--- config.mk ---
export PLATFORM = sky130hd
export DESIGN_NAME = pokey_pot_scan
export DESIGN_NICKNAME = d
export VERILOG_FILES = /design/src/rtl/pokey_pot_scan_pkg.sv /design/src/rtl/pokey_pot_scan_synchronizer.sv /design/src/rtl/pokey_pot_scan.sv
export SDC_FILE = /design/constraint.sdc
export NUM_CORES = 1
export LEC_CHECK = 0
export BUFFER_PORTS_ARGS = -buffer_cell sky130_fd_sc_hd__buf_2
export CAP_MARGIN = 20
export CELL_PAD_IN_SITES_DETAIL_PLACEMENT = 1
export CELL_PAD_IN_SITES_GLOBAL_PLACEMENT = 1
export CORE_MARGIN = 5
export CORE_UTILIZATION = 41
export CTS_CLUSTER_SIZE = 28
export DETAILED_ROUTE_END_ITERATION = 12
export MAX_ROUTING_LAYER = met4
export PLACE_DENSITY = 0.8
export SLEW_MARGIN = 30
export SYNTH_ARGS = -nofsm -noshare
export SYNTH_HDL_FRONTEND = slang
export SYNTH_SLANG_ARGS = --single-unit
--- constraint.sdc ---
create_clock -name clk -period 3.2 [get_ports clk]
set_input_delay 0.8 -clock clk [delete_from_list [all_inputs] [get_ports clk]]
set_output_delay 0.8 -clock clk [all_outputs]
set_load 0.005 [all_outputs]
--- src/rtl/pokey_pot_scan_pkg.sv ---
// Shared definitions for the POKEY pot scan controller: FSM encoding and
// the terminal scan count used when a pot never crosses its threshold.
package pokey_pot_scan_pkg;

  typedef enum logic [1:0] {
    ST_IDLE = 2'd0,
    ST_DUMP = 2'd1,
    ST_SCAN = 2'd2
  } pot_state_t;

  localparam int POT_MAX_COUNT = 228;

endpackage

--- src/rtl/pokey_pot_scan_synchronizer.sv ---
// 3-flop synchronizer cell for one asynchronous comparator input.
// Output follows the input three rising clk edges later.
module synchronizer (
  input  logic clk,
  input  logic reset_n,
  input  logic d,
  output logic q
);

  logic [2:0] sync_sr;

  // Shift the raw input through three flops; synchronous active-low clear.
  always_ff @(posedge clk) begin
    if (!reset_n) begin
      sync_sr <= 3'b000;
    end else begin
      sync_sr <= {sync_sr[1:0], d};
    end
  end

  assign q = sync_sr[2];

endmodule

--- src/rtl/pokey_pot_scan.sv ---
// POKEY paddle scan controller. Sequences capacitor dump and charge for up
// to NUM_POTS pots, counts scan ticks, and latches each pot's count when its
// synchronized comparator input reports the threshold was crossed.
//
// Strobe semantics: potgo, enable_15 and enable_179 are single-cycle strobes
// sampled on the rising clk edge; there is no backpressure. potgo outranks a
// tick arriving in the same cycle.
module pokey_pot_scan
  import pokey_pot_scan_pkg::*;
#(
  parameter int NUM_POTS  = 8,
  parameter int MAX_COUNT = POT_MAX_COUNT,
  parameter int CW        = 8
) (
  input  logic                   clk,
  input  logic                   reset_n,
  input  logic                   enable_15,
  input  logic                   enable_179,
  input  logic                   fast_mode,
  input  logic                   potgo,
  input  logic [NUM_POTS-1:0]    pot_in,
  output logic                   pot_dump,
  output logic [NUM_POTS-1:0]    allpot,
  output logic [NUM_POTS*CW-1:0] pot_value,
  output logic                   scan_active,
  output pot_state_t             state_dbg,
  output logic [CW-1:0]          count_dbg
);

  localparam logic [CW-1:0] MAX_CW = CW'(MAX_COUNT);

  pot_state_t          state;
  pot_state_t          state_next;
  logic [CW-1:0]       count;
  logic [NUM_POTS-1:0] allpot_q;
  logic [CW-1:0]       pot_value_q [NUM_POTS];
  logic [NUM_POTS-1:0] pot_sync;
  logic                tick;
  logic                start;
  logic                scan_tick;
  logic                terminal;

  // The tick source follows fast_mode combinationally each cycle.
  assign tick = fast_mode ? enable_179 : enable_15;

  for (genvar g = 0; g < NUM_POTS; g++) begin : g_sync
    synchronizer u_sync (
      .clk     (clk),
      .reset_n (reset_n),
      .d       (pot_in[g]),
      .q       (pot_sync[g])
    );
  end

  // FSM state register.
  always_ff @(posedge clk) begin
    if (!reset_n) begin
      state <= ST_IDLE;
    end else begin
      state <= state_next;
    end
  end

  // Next-state logic and datapath control strobes; potgo beats tick.
  always_comb begin
    state_next = state;
    start      = 1'b0;
    scan_tick  = 1'b0;
    terminal   = 1'b0;
    case (state)
      ST_IDLE: begin
        if (potgo) begin
          start      = 1'b1;
          state_next = ST_DUMP;
        end
      end
      ST_DUMP: begin
        if (potgo) begin
          start = 1'b1;
        end else if (tick) begin
          state_next = ST_SCAN;
        end
      end
      ST_SCAN: begin
        if (potgo) begin
          start      = 1'b1;
          state_next = ST_DUMP;
        end else if (tick) begin
          scan_tick = 1'b1;
          if (count == MAX_CW) begin
            terminal   = 1'b1;
            state_next = ST_IDLE;
          end
        end
      end
      default: state_next = ST_IDLE;
    endcase
  end

  // Counter, allpot and result registers. On the terminal tick the counter
  // equals MAX_COUNT, so latching the counter there is the forced value.
  always_ff @(posedge clk) begin
    if (!reset_n) begin
      count    <= '0;
      allpot_q <= '0;
      for (int i = 0; i < NUM_POTS; i++) begin
        pot_value_q[i] <= '0;
      end
    end else if (start) begin
      count    <= '0;
      allpot_q <= {NUM_POTS{1'b1}};
    end else if (scan_tick) begin
      for (int i = 0; i < NUM_POTS; i++) begin
        if (allpot_q[i] && (terminal || pot_sync[i])) begin
          pot_value_q[i] <= count;
          allpot_q[i]    <= 1'b0;
        end
      end
      if (!terminal) begin
        count <= count + CW'(1);
      end
    end
  end

  for (genvar g = 0; g < NUM_POTS; g++) begin : g_out
    assign pot_value[g*CW +: CW] = pot_value_q[g];
  end

  assign allpot      = allpot_q;
  assign pot_dump    = (state != ST_SCAN);
  assign scan_active = (state == ST_SCAN);
  assign state_dbg   = state;
  assign count_dbg   = count;

endmodule
### After elaboration in Yosys (flattened, before gate mapping)

Memory sizes are Yosys's and may differ from the RTL's.
Index checks and enable logic that the tools add are counted.

* flip-flop bits (word level): 42
* bits in writable memories: 64
* input port bits: 14
* output and inout port bits: 84
* logic and storage cells: 153
* memories kept: 1

Memories
* pot_value_q: depth 8, bits a word 8, rd ports 8, clocked after Yosys merged registers in 0, wr ports 8, line pokey_pot_scan.sv:36 `logic [CW-1:0] pot_value_q [NUM_POTS];`

* add/sub/neg operators: 1
* eq/ne operators: 9
* mux-type cells: 76
* bitwise operators: 10
* reduce and logical (&&, ||, !) cells: 38

Operators with widths (count)
* $mux W8: 10
* $mux W1: 59
* $reduce_and A2 Y1: 9
* $reduce_bool A2 Y1: 9
* $mux W2: 6
* $add A8 B1 Y8 const B: 1
* $eq A8 B8 Y1 const B: 1
* $logic_and A1 B1 Y1: 8
* $logic_or A1 B1 Y1: 8
* $ne A2 B2 Y1 const B: 4
* $or A1 B1 Y1: 8
* $ne A3 B2 Y1 const B: 2
* $pmux W2 S3: 1
* $reduce_and A5 Y1: 1
* $reduce_or A3 Y1: 1
* $eq A2 B1 Y1 const B: 1
* $eq A2 B2 Y1 const B: 1
* $logic_not A2 Y1: 1
* $not A1 Y1: 2
* $reduce_or A2 Y1: 1

### Depth between registers and ports, before layout

Gate-level depths: netlist of the first run.

* word-level depth: 13
* depth in mapped cells: 7
* mapped depth without buffers: 6

### By module

From an unflattened synthesis of the first run, not the netlist that was laid out.

* cell total of the unflattened synthesis: 284
* area, all modules: 3761.1 um2

By module, submodules not included
* pokey_pot_scan: instances 1, cells an instance 236, area an instance 3130.5 um2
* synchronizer: instances 8, cells an instance 6, area an instance 78.8 um2

### Least setup slack after synthesis of the first run

Ideal clock, no wire load.

* kind: in2reg
* start: input potgo
* end: memory pot_value_q[6][0] (netlist: pot_value_q[1][16]), enable pin
* setup time: 384 ps
* data arrival time: 2298 ps
* slack: 518 ps
* stages: 5
* cell sequence: or3b_1 -> buf_2 -> nor2_2 -> o21ai_0 -> o21ai_0

RTL lines
* start, declared: line pokey_pot_scan.sv:20 `input logic potgo,`
* end, declared: line pokey_pot_scan.sv:36

==> results of run 1 <==
## routing by layer
metal | GRT usage [%] | vias up | wire [microns]
met1 | 20.91 | 1206 | 3771
met5 | - | - | 0
li1 | - | 1199 | -
met4 | 7.397 | 0 | 163
met2 | 25.85 | 110 | 4425
met3 | 5.795 | 10 | 873
## stage by stage
step           hold WS, ps  power, W
5_1_grt              455.9  0.002495
6_report             440.7  0.002396
3_3_place_gp         417.1  0.001675
3_5_place_dp         420.0  0.001684
2_1_floorplan        411.9  0.001599
4_1_cts              444.5  0.002418
## worst max-delay path, cell delays in order (launching register included)
cell	delay [ps]
sky130_fd_sc_hd__dfxtp_1	470
sky130_fd_sc_hd__or3b_2	500
sky130_fd_sc_hd__nor2_2	550
sky130_fd_sc_hd__o21ai_0	210
sky130_fd_sc_hd__o21ai_0	200
sky130_fd_sc_hd__buf_4	200
## final cells by class
class,instances,share of cell area (%)
clock buffer,9,2.730
clock inverter,7,1.186
inverter,14,1.158
multi-input combinational,153,18.70
sequential,106,60.89
tap,108,2.978
timing repair buffer,107,12.36
## state kept, by name, summed over array words and instances, names as in the netlist
name and count:
count_dbg 8, pot_value_q 64, allpot 8, g_sync.u_sync.sync_sr 24
state_dbg 2
## logic make-up after synthesis
family,synth area share [%]
mux,0.2705
xor+xnor,0.7101
flops,74.65
compound gates,6.423
fa+ha+maj,0.6760
buf+inv,2.434
simple gates,14.84
## worst min path at each step
stage                                                start                                      to  depth (start not counted)
finish              g_sync[3].u_sync.sync_sr[0]$_SDFF_PN0_  g_sync[3].u_sync.sync_sr[1]$_SDFF_PN0_                          1
floorplan           g_sync[0].u_sync.sync_sr[0]$_SDFF_PN0_  g_sync[0].u_sync.sync_sr[1]$_SDFF_PN0_                          1
global route        g_sync[0].u_sync.sync_sr[1]$_SDFF_PN0_  g_sync[0].u_sync.sync_sr[2]$_SDFF_PN0_                          1
global placement    g_sync[0].u_sync.sync_sr[0]$_SDFF_PN0_  g_sync[0].u_sync.sync_sr[1]$_SDFF_PN0_                          1
CTS                 g_sync[0].u_sync.sync_sr[1]$_SDFF_PN0_  g_sync[0].u_sync.sync_sr[2]$_SDFF_PN0_                          1
detailed placement  g_sync[0].u_sync.sync_sr[1]$_SDFF_PN0_  g_sync[0].u_sync.sync_sr[2]$_SDFF_PN0_                          1
## cell usage in the layout (no fill, tap or decap), drive strengths merged, types with 2 or more instances in the layout
master	instances
a31o	2
o31ai	2
dfxtp	42
and2	24
clkinv	6
o21ai	6
ha	2
a21oi	6
o211ai	6
edfxtp	64
nand2b	2
buf	107
a211oi	2
o211a	6
and3	2
nand4	2
or3b	3
inv	15
xnor2	3
nand2	18
nor2	55
clkbuf	9
nor4b	2
## power by group
part	total [W]	internal, W	switching [W]
Combinational	0.000126	0.0000558	0.0000699
Sequential	0.00152	0.00150	0.0000236
Clock	0.000748	0.000289	0.000459
Total	0.00240	0.00184	0.000553
==> metrics.csv, run 1 <==
metric,value,unit
final std cells w/o fill,504,
reg-to-reg critical path startpoint,count_dbg[2]$_SDFFE_PP0P_,
worst flop-to-flop path endpoint,pot_value_q[1][22]$_DFFE_PP_,
share of cells above drive strength 1,31.82,%
Crit path required time,3290,ps
initial core utilization,42.23,%
Max Clock Skew,10.31,ps
multi-input combinational cell area,848.3,sq um
Post-Route Utilization,51.77,%
postcts setup bufs,0,
Worst Path Max Fanout,15,
"Data arrival, critical path",2500,ps
list of most frequent post-synthesis cells,"sky130_fd_sc_hd__edfxtp_1, sky130_fd_sc_hd__nor2_1, sky130_fd_sc_hd__dfxtp_1",
mean cell area of the mapped netlist,13.12,sq um
Layout Area Growth over Synthesis,22.58,%
number of cells on the worst reg-to-reg path,5,
# hold bufs at CTS,0,
largest cells by area after synthesis,"sky130_fd_sc_hd__edfxtp_1, sky130_fd_sc_hd__dfxtp_1, sky130_fd_sc_hd__nor2_1",
quantity of I/O buffers inserted on ports,97,
number of register bits inferred by synthesis,106,
number of enable-type register cells in the synthesized netlist,64,
CTS sink cnt,106,
"Net count, final",407,
sequential share of the synthesized area,74.65,%
startpoint kind of the worst setup timing path,flop,
final HPWL from detailed placement,6634,microns
total power per unit cell area,528.2,nW/um^2
Max Cap Viol,0,
Sequential Area,2763,sq um
largest net degree at the start of global routing,37,
number of warning messages in the yosys log,0,
worst relative slew slack,55.28,%
Leakage,1.880,nW
total number of H-tree levels,3,
cell area after synthesis,3701,sq um
Die Height,105.0,microns
Setup WS pre-CTS,508.5,ps
Most used DFF post-synth,sky130_fd_sc_hd__edfxtp_1,
clk buf depth,2,
share of the clock period used by the worst path after layout,75.49,%
Critical Path Sink,pot_value_q[1][22]$_DFFE_PP_,
classification of the worst setup path,reg2reg,
unrepaired setup endpoints after global routing,no,
final antenna diode count,0,
max frequency,413.9,MHz
number of standard cells after synthesis,282,
Layout fillers,963,
average wire per cell in the routed design,18.32,microns
most repeated cell in the gate-level netlist after synthesis,sky130_fd_sc_hd__edfxtp_1,
number of design-rule violations left by the first detailed-router iteration,176,
Die W,105.0,microns
final non-filler cell area,4537,sq um
Placed Area,4359,sq um
gr ovfl total,0,
last weighted congestion value of the routability-driven placer,0.7823,
wire length of the first global-routing pass,14050,microns
Top-Level Pins,98,
TritonCTS clock tree,done,
full die area,11030,sq um
total wirelength of the detailed-routed design,9234,microns
worst supply voltage drop on vdd,0.0002181,V
accumulated negative setup slack,0,ps
Total Routing Usage GR,17.11,%
crit path from,count_dbg[2]$_SDFFE_PP0P_,
number of distinct standard cells referenced by the synthesized netlist,35,
drt pass-1 iters,4,
minimum setup slack among reg-to-reg paths,780,ps
Async SR Flop Fraction,0,%
final count of negative-setup-slack endpoints,0,
number of antenna violations at the first check in global routing,0,
clock root buffer,sky130_fd_sc_hd__clkbuf_8,
fraction of synthesized cell area taken by the top area cell type,51.93,%
"Net Count, Synth",298,
clock buffer count from CTS,9,
clock latency of the later-clocked register in the worst-skew pair,370,ps
antenna violation net count after detailed routing,0,
CP Capture Type,flop,
area of the core region,8763,sq um
worst min-delay path class,reg2reg,
number of global-route vias before repair,2457,
library cell with the largest summed area after synthesis,sky130_fd_sc_hd__edfxtp_1,
clock period minus final worst setup slack,2416,ps
number of vias per cell,5.010,
overall via count from detail_route,2525,
post-route setup slack,784.2,ps
number of gates resized after cts,0,
"Hold Violations, Final",0,
clock input transition at the sequential cells of the worst setup and hold paths,100,ps
Slew @ Worst Pin,670.0,ps
final count of pins violating max slew,0,
drt drc,0,
# rows,34,
Post-Place Cells,488,
result of the run,completed,
(Power assumes the default switching activity.)
==> run 2: changes to the inputs <==
- clock period: 3.2 -> 2.3 ns (I/O delays scaled with it)
==> run 2 against run 1 <==
Setup slack got worse by 540 ps. Critical path type unchanged. Critical path depth unchanged. Clock skew grew 2.3 ps. Clock-buffer cell count is 1 higher. First-iteration DRC count rose by 9.1%. Sequential cell count stayed put. Sequential share of layout area down 0.80 points. Highest routed layer unchanged.
==> metrics.csv, run 2 (synthesis gave the netlist of run 1 again) <==
metric,value,unit,change
reg-to-reg critical path startpoint,count_dbg[3]$_SDFFE_PP0P_,,was count_dbg[2]$_SDFFE_PP0P_
Die Height,105.0,microns,unchanged
most frequent cells in the layout,"sky130_fd_sc_hd__buf_2, sky130_fd_sc_hd__edfxtp_1, sky130_fd_sc_hd__nor2_1",,unchanged
worst relative slew slack,41.40,%,was 55.28%
startpoint kind of the worst setup timing path,flop,,unchanged
clock latency of the later-clocked register in the worst-skew pair,370,ps,about the same
Crit path required time,2380,ps,was 3290 ps
Slew @ Worst Pin,877.1,ps,was 670.0 ps
# rows,34,,unchanged
Leakage,1.904,nW,was 1.880 nW
total wirelength of the detailed-routed design,9683,microns,was 9234 microns
overall via count from detail_route,2594,,"was 2,525"
"Data arrival, critical path",2140,ps,was 2500 ps
clock period minus final worst setup slack,2052,ps,was 2416 ps
final hold slack,397.5,ps,was 440.7 ps
post-route setup slack,248.3,ps,was 784.2 ps
classification of the worst setup path,reg2reg,,unchanged
number of flip-flops under the largest register name,64,,unchanged
quantity of I/O buffers inserted on ports,97,,unchanged
CP Capture Type,flop,,unchanged
minimum setup slack among reg-to-reg paths,250,ps,was 780 ps
clock root buffer,sky130_fd_sc_hd__clkbuf_8,,unchanged
share of cells above drive strength 1,33.17,%,was 31.82%
last weighted congestion value of the routability-driven placer,0.8010,,was 0.7823
final count of pins violating max slew,0,,unchanged
largest net degree at the start of global routing,38,,was 37
"Net count, final",412,,was 407
endpoint of the worst hold path,state_dbg[1]$_SDFFE_PN0P_,,was g_sync[3].u_sync.sync_sr[1]$_SDFF_PN0_
final antenna diode count,0,,unchanged
number of vias per cell,5.096,,was 5.010
largest registers,"pot_value_q: 64 flops, g_sync.u_sync.sync_sr: 24 flops",,unchanged
Top-Level Pins,98,,unchanged
Layout fillers,933,,was 963
Setup WS pre-CTS,-45.02,ps,was 508.5 ps
number of cells on the worst reg-to-reg path,5,,unchanged
area of the core region,8763,sq um,unchanged
average wire per cell in the routed design,19.02,microns,was 18.32 microns
Max Cap Viol,0,,unchanged
total number of H-tree levels,3,,unchanged
final count of negative-setup-slack endpoints,0,,unchanged
TritonCTS clock tree,done,,unchanged
initial core utilization,42.23,%,unchanged
register ranked first by flip-flop count,pot_value_q,,unchanged
clock buffer count from CTS,9,,unchanged
hold path depth,2,,was 1
# hold bufs at CTS,0,,unchanged
result of the run,completed,,unchanged
number of antenna violations at the first check in global routing,0,,unchanged
wire length of the first global-routing pass,14860,microns,"was 14,050 microns"
Max Clock Skew,12.60,ps,was 10.31 ps
CTS sink cnt,106,,unchanged
clk buf depth,2,,unchanged
worst supply voltage drop on vdd,0.0003571,V,was 0.0002181 V
unrepaired setup endpoints after global routing,no,,unchanged
clock input transition at the sequential cells of the worst setup and hold paths,100,ps,about the same
Worst Path Max Fanout,9,,was 15
Die W,105.0,microns,unchanged
number of global-route vias before repair,2671,,"was 2,457"
total power per unit cell area,730.2,nW/um^2,was 528.2 nW/um^2
Post-Route Utilization,52.46,%,was 51.77%
gr ovfl total,0,,unchanged
postcts setup bufs,0,,unchanged
Layout Area Growth over Synthesis,24.21,%,was 22.58%
most frequent standard cell in the layout excluding fill and tap cells,sky130_fd_sc_hd__buf_2,,unchanged
share of the clock period used by the worst path after layout,89.20,%,was 75.49%
drt pass-1 iters,4,,unchanged
worst flop-to-flop path endpoint,pot_value_q[1][24]$_DFFE_PP_,,was pot_value_q[1][22]$_DFFE_PP_
Total Routing Usage GR,17.99,%,was 17.11%
antenna violation net count after detailed routing,0,,unchanged
HP Start,potgo,,was g_sync[3].u_sync.sync_sr[0]$_SDFF_PN0_
max frequency,487.4,MHz,was 413.9 MHz
final HPWL from detailed placement,7192,microns,was 6634 microns
number of design-rule violations left by the first detailed-router iteration,192,,was 176
worst min-delay path class,in2reg,,was reg2reg
"Hold Violations, Final",0,,unchanged
drt drc,0,,unchanged
full die area,11030,sq um,unchanged
## run 2: cell types whose count changed in the layout (fill, tap and decap cells not counted), sizes merged
cell and change:
inv +1, clkinv -4, buf +5, clkinvlp +2, clkbuf +1
## run 2: timing repair
| action | CTS | global route |
|---|---|---|
| resized for setup | 0 | 2 |
| endpoints found under the setup margin | 0 | 10 |
| hold endpoints to repair | 0 | 0 |
## run 2: area by class of cell
type	count	area, sq um	share of cell area [%]
tap	108	135.1	2.940
timing repair buffer	112	610.6	13.28
inverter	14	52.55	1.143
clock inverter	6	52.55	1.143
multi-input combinational	153	855.8	18.62
clock buffer	10	127.6	2.776
sequential	106	2763	60.10
## run 2: worst max-delay path by stage
stage	start	end	slack, ps	cells past startpoint
after global placement	potgo	pot_value_q[1][28]$_DFFE_PP_	130	7
after global routing	count_dbg[3]$_SDFFE_PP0P_	pot_value_q[1][24]$_DFFE_PP_	160	5
final	count_dbg[3]$_SDFFE_PP0P_	pot_value_q[1][24]$_DFFE_PP_	250	5
after CTS	count_dbg[3]$_SDFFE_PP0P_	pot_value_q[0][3]$_SDFFCE_PN0P_	50	4
after floorplan	potgo	pot_value_q[1][16]$_DFFE_PP_	50	5
after detailed placement	potgo	pot_value_q[0][5]$_SDFFCE_PN0P_	-50	6
## run 2: power breakdown
part	leakage, nW	switching [W]	internal, W
Sequential	0.972	0.0000368	0.00209
Combinational	0.846	0.0000981	0.0000802
Clock	0.0850	0.000647	0.000409
## run 2: critical path, cell delays in order, from the launching register on
cell	delay [ps]
sky130_fd_sc_hd__dfxtp_1	390
sky130_fd_sc_hd__or3b_2	530
sky130_fd_sc_hd__nor2_4	280
sky130_fd_sc_hd__o21ai_0	170
sky130_fd_sc_hd__o21ai_1	190
sky130_fd_sc_hd__buf_4	210
## run 2: layer usage
metal  part of all wire, %  vias to the layer above  routed length [microns]  global-route usage (%)
met5                     0                        -                        0                       -
met4                   1.2                        0                      119                   4.658
met3                   8.9                       12                      866                   6.289
met2                    50                      110                     4813                   29.27
met1                    40                     1266                     3883                   21.37
li1                      -                     1206                        -                       -
## run 2: metrics by stage
step | TNS [ps] | instance area [sq um] | std cells | total power [W]
finish | 0 | 4597 | 509 | 0.003357
CTS | 0 | 4589 | 509 | 0.003388
floorplan | 0 | 3701 | 282 | 0.002225
global placement | 0 | 4409 | 493 | 0.002333
global route | 0 | 4597 | 509 | 0.003497
detailed placement | -354.7 | 4409 | 493 | 0.002349
